`config.mk`:
```
export PLATFORM = sky130hd
export DESIGN_NAME = dds_serial_loader_flat
export DESIGN_NICKNAME = d
export VERILOG_FILES = /design/src/rtl/costas_pkg.sv /design/src/rtl/dds_serial_loader_if.sv /design/src/rtl/dds_serial_loader_bit_timer.sv /design/src/rtl/dds_serial_loader.sv /design/src/flat_wrapper.sv
export SDC_FILE = /design/constraint.sdc
export NUM_CORES = 1
export LEC_CHECK = 0
export ABC_AREA = 1
export CORE_ASPECT_RATIO = 1.5
export CORE_MARGIN = 2
export CORE_UTILIZATION = 30
export CTS_BUF_LIST = sky130_fd_sc_hd__clkbuf_4 sky130_fd_sc_hd__clkbuf_8
export DETAILED_ROUTE_END_ITERATION = 6
export SYNTH_ARGS = -nofsm -noshare
export SYNTH_HDL_FRONTEND = slang
export SYNTH_HIERARCHICAL = 1
export SYNTH_SLANG_ARGS = --single-unit
```
`constraint.sdc`:
```
create_clock -name sys_clk -period 4.2 [get_ports sys_clk]
set_input_delay 0.63 -clock sys_clk [delete_from_list [all_inputs] [get_ports sys_clk]]
set_output_delay 0.63 -clock sys_clk [all_outputs]
set_load 0.05 [all_outputs]
```
`src/rtl/costas_pkg.sv`:
```
// costas_pkg: shared DDS word widths, loader state encoding and tuning-word helper
package costas_pkg;
  localparam int DDS_FREQ_BITS = 32;
  localparam int DDS_CTRL_BITS = 8;
  localparam int DDS_WORD_BITS = 40;
  localparam longint unsigned DDS_REF_HZ = 64'd125_000_000;
  typedef enum logic [1:0] {IDLE, SHIFT, WAIT_PPS, FQUD} dds_ld_state_t;
  function automatic logic [DDS_FREQ_BITS-1:0] freqword(input longint unsigned hz);
    longint unsigned t;
    t = ((hz << 32) + (DDS_REF_HZ >> 1)) / DDS_REF_HZ;
    return t[DDS_FREQ_BITS-1:0];
  endfunction
endpackage

```
`src/rtl/dds_serial_loader_if.sv`:
```
// dds_serial_loader_if: load request/word inputs plus DDS serial pins and status
interface dds_serial_loader_if;
  import costas_pkg::*;
  logic                     load_req;
  logic [DDS_FREQ_BITS-1:0] tuning_word;
  logic [DDS_CTRL_BITS-1:0] phase_word;
  logic                     dds_wclk;
  logic                     dds_data;
  logic                     fq_ud;
  logic                     busy;
  logic                     done;
  modport master (output load_req, tuning_word, phase_word, input dds_wclk, dds_data, fq_ud, busy, done);
  modport slave  (input load_req, tuning_word, phase_word, output dds_wclk, dds_data, fq_ud, busy, done);
endinterface

```
`src/rtl/dds_serial_loader_bit_timer.sv`:
```
// dds_bit_timer: CLK_DIV divider giving half-period and full-bit ticks for dds_wclk
module dds_bit_timer #(
  parameter int CLK_DIV = 2
) (
  input  logic sys_clk,
  input  logic rst,
  input  logic clear,
  input  logic en,
  output logic half_tick,
  output logic bit_tick
);
  localparam int CW = $clog2(CLK_DIV) + 1;
  logic [CW-1:0] cnt;
  logic          hi;
  assign half_tick = en && cnt == CW'(CLK_DIV - 1);
  assign bit_tick  = half_tick && hi;
  always_ff @(posedge sys_clk) begin
    if (rst || clear) begin
      cnt <= '0;
      hi  <= 1'b0;
    end else if (half_tick) begin
      cnt <= '0;
      hi  <= ~hi;
    end else if (en) begin
      cnt <= cnt + 1'b1;
    end
  end
endmodule

```
`src/rtl/dds_serial_loader.sv`:
```
// dds_serial_loader: shifts {phase_word,tuning_word} LSB first to an AD9850, then pulses fq_ud; DDS_PPS_ALIGN_EN holds the commit for a pps rising edge
module dds_serial_loader
  import costas_pkg::*;
#(
  parameter int CLK_DIV           = 2,
  parameter int FQUD_PULSE_CYCLES = 4
) (
  input logic sys_clk,
  input logic rst,
`ifdef DDS_PPS_ALIGN_EN
  input logic pps,
`endif
  dds_serial_loader_if.slave bus
);
  localparam int FW = $clog2(FQUD_PULSE_CYCLES) + 1;
  if (CLK_DIV < 1 || FQUD_PULSE_CYCLES < 1) begin : g_bad_param
    $error("dds_serial_loader: CLK_DIV and FQUD_PULSE_CYCLES must be >= 1");
  end
`ifdef DDS_PPS_ALIGN_EN
  localparam dds_ld_state_t AFTER_SHIFT = WAIT_PPS;
  logic [2:0] pps_q;
  logic       pps_rise;
  assign pps_rise = pps_q[1] & ~pps_q[2];
  always_ff @(posedge sys_clk) begin
    if (rst) pps_q <= '0;
    else     pps_q <= {pps_q[1:0], pps};
  end
`else
  localparam dds_ld_state_t AFTER_SHIFT = FQUD;
  logic pps_rise;
  assign pps_rise = 1'b0;
`endif
  dds_ld_state_t            state, nxt;
  logic [DDS_WORD_BITS-1:0] sreg;
  logic [5:0]               bit_cnt;
  logic [FW-1:0]            fq_cnt;
  logic                     wclk_q, done_q;
  logic                     accept, half_tick, bit_tick, last_bit, fq_end;
  assign accept   = state == IDLE && bus.load_req;
  assign last_bit = bit_tick && bit_cnt == 6'd39;
  assign fq_end   = fq_cnt == FW'(FQUD_PULSE_CYCLES - 1);
  dds_bit_timer #(.CLK_DIV(CLK_DIV)) u_timer (
    .sys_clk  (sys_clk),
    .rst      (rst),
    .clear    (accept),
    .en       (state == SHIFT),
    .half_tick(half_tick),
    .bit_tick (bit_tick)
  );
  always_comb begin
    nxt = state;
    case (state)
      IDLE:     nxt = bus.load_req ? SHIFT : IDLE;
      SHIFT:    nxt = last_bit ? AFTER_SHIFT : SHIFT;
      WAIT_PPS: nxt = pps_rise ? FQUD : WAIT_PPS;
      FQUD:     nxt = fq_end ? IDLE : FQUD;
      default:  nxt = IDLE;
    endcase
  end
  always_ff @(posedge sys_clk) begin
    if (rst) begin
      state   <= IDLE;
      sreg    <= '0;
      bit_cnt <= '0;
      fq_cnt  <= '0;
      wclk_q  <= 1'b0;
      done_q  <= 1'b0;
    end else begin
      state   <= nxt;
      sreg    <= accept ? {bus.phase_word, bus.tuning_word} : bit_tick ? sreg >> 1 : sreg;
      bit_cnt <= accept ? 6'd0 : bit_tick ? bit_cnt + 6'd1 : bit_cnt;
      fq_cnt  <= state == FQUD ? fq_cnt + 1'b1 : '0;
      wclk_q  <= accept ? 1'b0 : (state == SHIFT && half_tick) ? ~wclk_q : wclk_q;
      done_q  <= state == FQUD && fq_end;
    end
  end
  assign bus.dds_wclk = wclk_q;
  assign bus.dds_data = state == SHIFT && sreg[0];
  assign bus.fq_ud    = state == FQUD;
  assign bus.busy     = state != IDLE;
  assign bus.done     = done_q;
endmodule

```
`src/flat_wrapper.sv`:
```
// flat-port wrapper written by rule: the top's interface ports become plain ports
module dds_serial_loader_flat import costas_pkg::*;
#(
  parameter int CLK_DIV           = 2,
  parameter int FQUD_PULSE_CYCLES = 4
)
  (sys_clk, rst, bus_load_req, bus_tuning_word, bus_phase_word, bus_dds_wclk, bus_dds_data, bus_fq_ud, bus_busy, bus_done);
  dds_serial_loader_if bus_i ();
  input logic sys_clk;
  input logic rst;
  input wire logic [$bits(bus_i.load_req)-1:0] bus_load_req;
  input wire logic [$bits(bus_i.tuning_word)-1:0] bus_tuning_word;
  input wire logic [$bits(bus_i.phase_word)-1:0] bus_phase_word;
  output wire logic [$bits(bus_i.dds_wclk)-1:0] bus_dds_wclk;
  output wire logic [$bits(bus_i.dds_data)-1:0] bus_dds_data;
  output wire logic [$bits(bus_i.fq_ud)-1:0] bus_fq_ud;
  output wire logic [$bits(bus_i.busy)-1:0] bus_busy;
  output wire logic [$bits(bus_i.done)-1:0] bus_done;
  assign bus_i.load_req = bus_load_req;
  assign bus_i.tuning_word = bus_tuning_word;
  assign bus_i.phase_word = bus_phase_word;
  assign bus_dds_wclk = bus_i.dds_wclk;
  assign bus_dds_data = bus_i.dds_data;
  assign bus_fq_ud = bus_i.fq_ud;
  assign bus_busy = bus_i.busy;
  assign bus_done = bus_i.done;
  dds_serial_loader #(.CLK_DIV(CLK_DIV), .FQUD_PULSE_CYCLES(FQUD_PULSE_CYCLES)) u_core (.sys_clk(sys_clk), .rst(rst), .bus(bus_i));
endmodule
```
Yosys cells after proc, flatten, opt, wreduce, memory -nomap -nowiden
Index checks and enable logic that the tools add are counted.
- bits in registers: 56
- input bits: 43
- output and inout port bits: 5
- add/subtract/negate cells: 3
- equal/unequal tests: 6
- muxes and demuxes: 6
- bitwise gates (word level): 3
- reductions and logical operators: 14
- operator list (kind ; number):
    40-bit 2-to-1 mux ; 2
    2-bit case mux with 4 select lines ; 1
    1-bit logical AND ; 7
    6-bit by 1-bit adder with 6-bit output (second input constant) ; 1
    6-bit equality test (second input constant) ; 1
    2-bit OR reduction ; 3
    2-bit by 1-bit equality test with 1-bit output (second input constant) ; 2
    2-bit equality test (second input constant) ; 2
    2-bit 2-to-1 mux ; 2
    2-bit nonzero test ; 2
    3-bit by 1-bit adder with 3-bit output (second input constant) ; 1
    3-bit by 2-bit equality test with 1-bit output (second input constant) ; 1
    1-bit NOT ; 3
    2-bit by 1-bit adder with 2-bit output (second input constant) ; 1
    2-bit logical NOT ; 1
    1-bit logical OR ; 1
    1-bit 2-to-1 mux ; 1

Logic depth before layout (Yosys ltp)
- depth in word-level cells: 6
- depth in mapped cells: 12

Cells and area by module
The synthesis kept the hierarchy.
- modules (own cells, without submodules) (module ; times used ; cells an instance ; area each (um^2) ; seq. area each (um^2)):
    dds_serial_loader ; 1 ; 425 ; 2702.6 ; 1061.0
    dds_bit_timer ; 1 ; 23 ; 156.4 ; 60.1

Worst setup path after synthesis
No wires, ideal clock.
- kind: flip-flop to output port
- from: register u_core.state[0]
- to: output port bus_dds_data
- arrival: 1131 ps
- path slack: 2439 ps
- cell stages (with the launch flop): 3
- path buffers: 0
- cells stage by stage: dfxtp_1 -> nand2_1 -> nor2_1
- longest elaborated chain between the ends: 2
- ends and longest elaborated chain (what ; RTL line ; text):
    from (decl) ; dds_serial_loader.sv:33 ; dds_ld_state_t state, nxt;
    from (signal assigned) ; dds_serial_loader.sv:69 ; state <= nxt;
    2-bit by 1-bit equality test with 1-bit output ; dds_serial_loader.sv:78 ; assign bus.dds_data = state == SHIFT && sreg[0];
    1-bit logical AND ; dds_serial_loader.sv:78 ;
    to (decl) ; flat_wrapper.sv:15 ; output wire logic [$bits(bus_i.dds_data)-1:0] bus_dds_data;
No other way between the ends.

Worst setup path in the final report
- from: register u_core.state[0]
- to: output port bus_busy
- longest elaborated chain between the ends: 1
- ends and longest elaborated chain (what ; RTL line ; text):
    2-bit nonzero test ; dds_serial_loader.sv:80 ; assign bus.busy = state != IDLE;
    to (decl) ; flat_wrapper.sv:17 ; output wire logic [$bits(bus_i.busy)-1:0] bus_busy;
No other way between the ends.

==> impl_metrics.json <==
{
  "status": "finished, final reports clean",
  "netlist_instances": 448,
  "cts-htree-levels": 2,
  "cap_violations": 0,
  "cts_buffer_count": 5,
  "floorplan.core_area_um2": 9254,
  "critical_path.cell_chain": "nor2_4 > buf_4 > inv_1 > clkdlybuf4s50_1",
  "die-width_um": 83.71,
  "leakagePower_nw": 1.591,
  "n_fill_cell": 1029,
  "syn2layout_area_growth_pct": 20.79,
  "floorplan.initialDensity_pct": 30.90,
  "cts_repair_resize_count": 0,
  "drc": 0,
  "number_of_vias_in_the_routed_layout": 2732,
  "avgSynthCellArea_um2": 6.382,
  "share_of_the_clock_period_used_by_the_worst_path_after_layout_pct": 62.39,
  "cts_stage_hold_buffer_count": 0,
  "synthesis.area_um2": 2859,
  "slew_headroom_pct": 47.13,
  "critical_path_launch_point_type": "flop",
  "finalClockSkew_ps": 3.634,
  "timing_hold_violations_final": 0,
  "postSynthRegisterBits": 56,
  "fraction_of_final_layout_cells_sized_beyond_drive_strength_1_pct": 3.983,
  "layout_commonest_cell": "sky130_fd_sc_hd__nand2_1",
  "portBuffers": 47,
  "postRouteWirelength_mm": 6.218,
  "critical_path_maximum_fanout": 41,
  "tritoncts_clock_tree": "built",
  "grt_start_max_net_pins": 83,
  "achievable-frequency_ghz": 0.3816,
  "ir_drop_uv": 158.8,
  "critPathTopFamily": "buffers and inverters",
  "grt_overflow": 0,
  "routed_wire_length_per_instance_um": 10.56,
  "drt-vias-per-instance": 4.638,
  "die_area_um2": 10340,
  "grt_antenna_before_repair": 0,
  "gr-usage-all-layers_pct": 11.94,
  "global_route_wire_length_before_repair_mm": 10.33,
  "clk_transition_reported_paths_ps": 90,
  "gpl.final_weighted_congestion": 0.7296,
  "worstPathRequired_ps": 3570,
  "cts-root-to-sink-buffers": 2,
  "antenna_left": 0,
  "layout_common_cells": "sky130_fd_sc_hd__nand2_1, sky130_fd_sc_hd__nand3_1, sky130_fd_sc_hd__inv_1, sky130_fd_sc_hd__dfxtp_1, sky130_fd_sc_hd__a21oi_1",
  "tightest_hold_check_type": "flop to flop",
  "drtPass1Iterations": 4,
  "detailed_place_hpwl_mm": 3.970,
  "final_core_util_pct": 37.32,
  "postCtsSetupRepairBufs": 0,
  "timing.final.crit_period_ps": 2620,
  "power.density_nw_per_um2": 310.0,
  "diodes": 0,
  "rsz0062_at_grt": "false",
  "worstPathBufferInverterCount": 3,
  "first_iter_violations": 185,
  "die_h_um": 123.6,
  "number_of_clock_sinks": 56,
  "yosys_warnings": 6,
  "nets": 523,
  "timing.critical_path.slowest_cell_delay_ps": 710,
  "rows": 43,
  "worstPathArrival_ps": 1990,
  "floorplan.io_pins": 48,
  "worst-setup-path-type": "flop to primary output",
  "finalSetupViolCount": 0,
  "timing.critical_path.slowest_stage_cell": "sky130_fd_sc_hd__clkdlybuf4s50_1",
  "synthesis.nets": 495,
  "synth_seq_area_share_pct": 39.21,
  "max_slew_violation_count": 0,
  "synth.distinct_cells": 21,
  "timing.setup.tns_ps": 0,
  "clk_latency_ps": 300,
  "crit_path_end_kind": "primary output",
  "cts-root-buf": "sky130_fd_sc_hd__clkbuf_8",
  "worstMarginPinSlew_ps": 793.1,
  "grt_pass1_vias": 2471
}
-- state kept, by name (all words and copies together), names as in the netlist --
| signal | count |
|---|---|
| u_core/bit_cnt | 6 |
| u_core/bus.dds_wclk | 1 |
| u_core/bus.done | 1 |
| u_core/fq_cnt | 3 |
| u_core/sreg | 40 |
| u_core/state | 2 |
| u_core/u_timer/cnt | 2 |
| u_core/u_timer/hi | 1 |
-- worst reg2reg max path, stage by stage, from the launching register on --
cell and delay (ps):
sky130_fd_sc_hd__dfxtp_1 440, sky130_fd_sc_hd__nand2_1 130, sky130_fd_sc_hd__inv_1 180, sky130_fd_sc_hd__nand3_1 120, sky130_fd_sc_hd__inv_1 470, sky130_fd_sc_hd__buf_4 400
sky130_fd_sc_hd__inv_1 70, sky130_fd_sc_hd__buf_4 280, sky130_fd_sc_hd__nand3_1 160, sky130_fd_sc_hd__a21oi_1 90
-- report_power, final --
| part | internal, W | switching [W] | total (W) |
|---|---|---|---|
| logic | 0.0000805 | 0.0000947 | 0.000175 |
| registers | 0.000564 | 0.0000170 | 0.000581 |
| clock network | 0.000148 | 0.000166 | 0.000314 |
-- metrics by stage --
stage / total power [W] / worst slack [ps] / hold WS [ps] / instance area, µm² / instances
floorplan: 0.0007076 / 2439 / 399.2 / 2859 / 448
global placement: 0.0007664 / 1550 / 407.6 / 3356 / 581
detailed placement: 0.0007709 / 1483 / 412.7 / 3356 / 581
CTS: 0.001089 / 1570 / 426.7 / 3453 / 589
global route: 0.001127 / 1418 / 447.1 / 3453 / 589
finish: 0.001071 / 1580 / 423.5 / 3453 / 589
-- routing by layer --
layer	global-route usage (%)	up-vias	share of wire [%]	wire length, µm
met1	12.83	1235	44	2762
li1	-	1447	-	-
met2	23.45	43	51	3175
met4	4.032	0	1.5	96
met5	0	-	0	0
met3	1.936	7	2.9	183
-- cell families after synthesis --
kind of cell	share of synthesized area (%)
adder cells (fa/ha/maj)	1.751
buffers and inverters	13.04
flip-flops	39.21
XOR/XNOR	0.3064
AND/OR/NAND/NOR	36.94
AO/OA/AOI/OAI	8.753
-- cells in the mapped netlist --
cell type	n	area share [%]
sky130_fd_sc_hd__a21oi_1	48	8.4
sky130_fd_sc_hd__buf_1	1	0.13
sky130_fd_sc_hd__buf_2	18	3.2
sky130_fd_sc_hd__buf_4	1	0.26
sky130_fd_sc_hd__clkbuf_1	10	1.3
sky130_fd_sc_hd__clkinv_2	1	0.17
sky130_fd_sc_hd__dfxtp_1	56	39
sky130_fd_sc_hd__ha_1	4	1.8
sky130_fd_sc_hd__inv_1	61	8.0
sky130_fd_sc_hd__nand2_1	141	19
sky130_fd_sc_hd__nand2_2	1	0.22
sky130_fd_sc_hd__nand2_4	1	0.39
sky130_fd_sc_hd__nand3_1	81	14
sky130_fd_sc_hd__nand3b_1	2	0.53
sky130_fd_sc_hd__nor2_1	14	1.8
sky130_fd_sc_hd__nor2_2	2	0.44
sky130_fd_sc_hd__nor2_4	1	0.39
sky130_fd_sc_hd__nor3_1	1	0.17
sky130_fd_sc_hd__nor3b_1	1	0.26
sky130_fd_sc_hd__o21ai_0	2	0.35
sky130_fd_sc_hd__xor2_1	1	0.31
-- path summary, 6_finish.rpt --
path	slack [ps]	startpoint	cells past startpoint	to
worst min-delay path	420	u_core/fq_cnt[0]$_SDFF_PP0_	1	u_core/fq_cnt[0]$_SDFF_PP0_
worst min register to register	420	u_core/fq_cnt[0]$_SDFF_PP0_	1	u_core/fq_cnt[0]$_SDFF_PP0_
worst max-delay path	1580	u_core/state[0]$_SDFF_PP0_	4	bus_busy
worst max register to register	1710	u_core/state[0]$_SDFF_PP0_	9	u_core/sreg[8]$_SDFFE_PP0P_
-- cell type report --
cell class                 count  area [µm²]  share of cell area, %
clock buffer                   8       97.59                  2.826
inverter                      62       234.0                  6.775
multi-input combinational    300        1365                  39.53
sequential                    56        1121                  32.46
tap                          112       140.1                  4.058
timing repair buffer          51       495.5                  14.35
No activity file was read; power rests on OpenSTA's default activity.
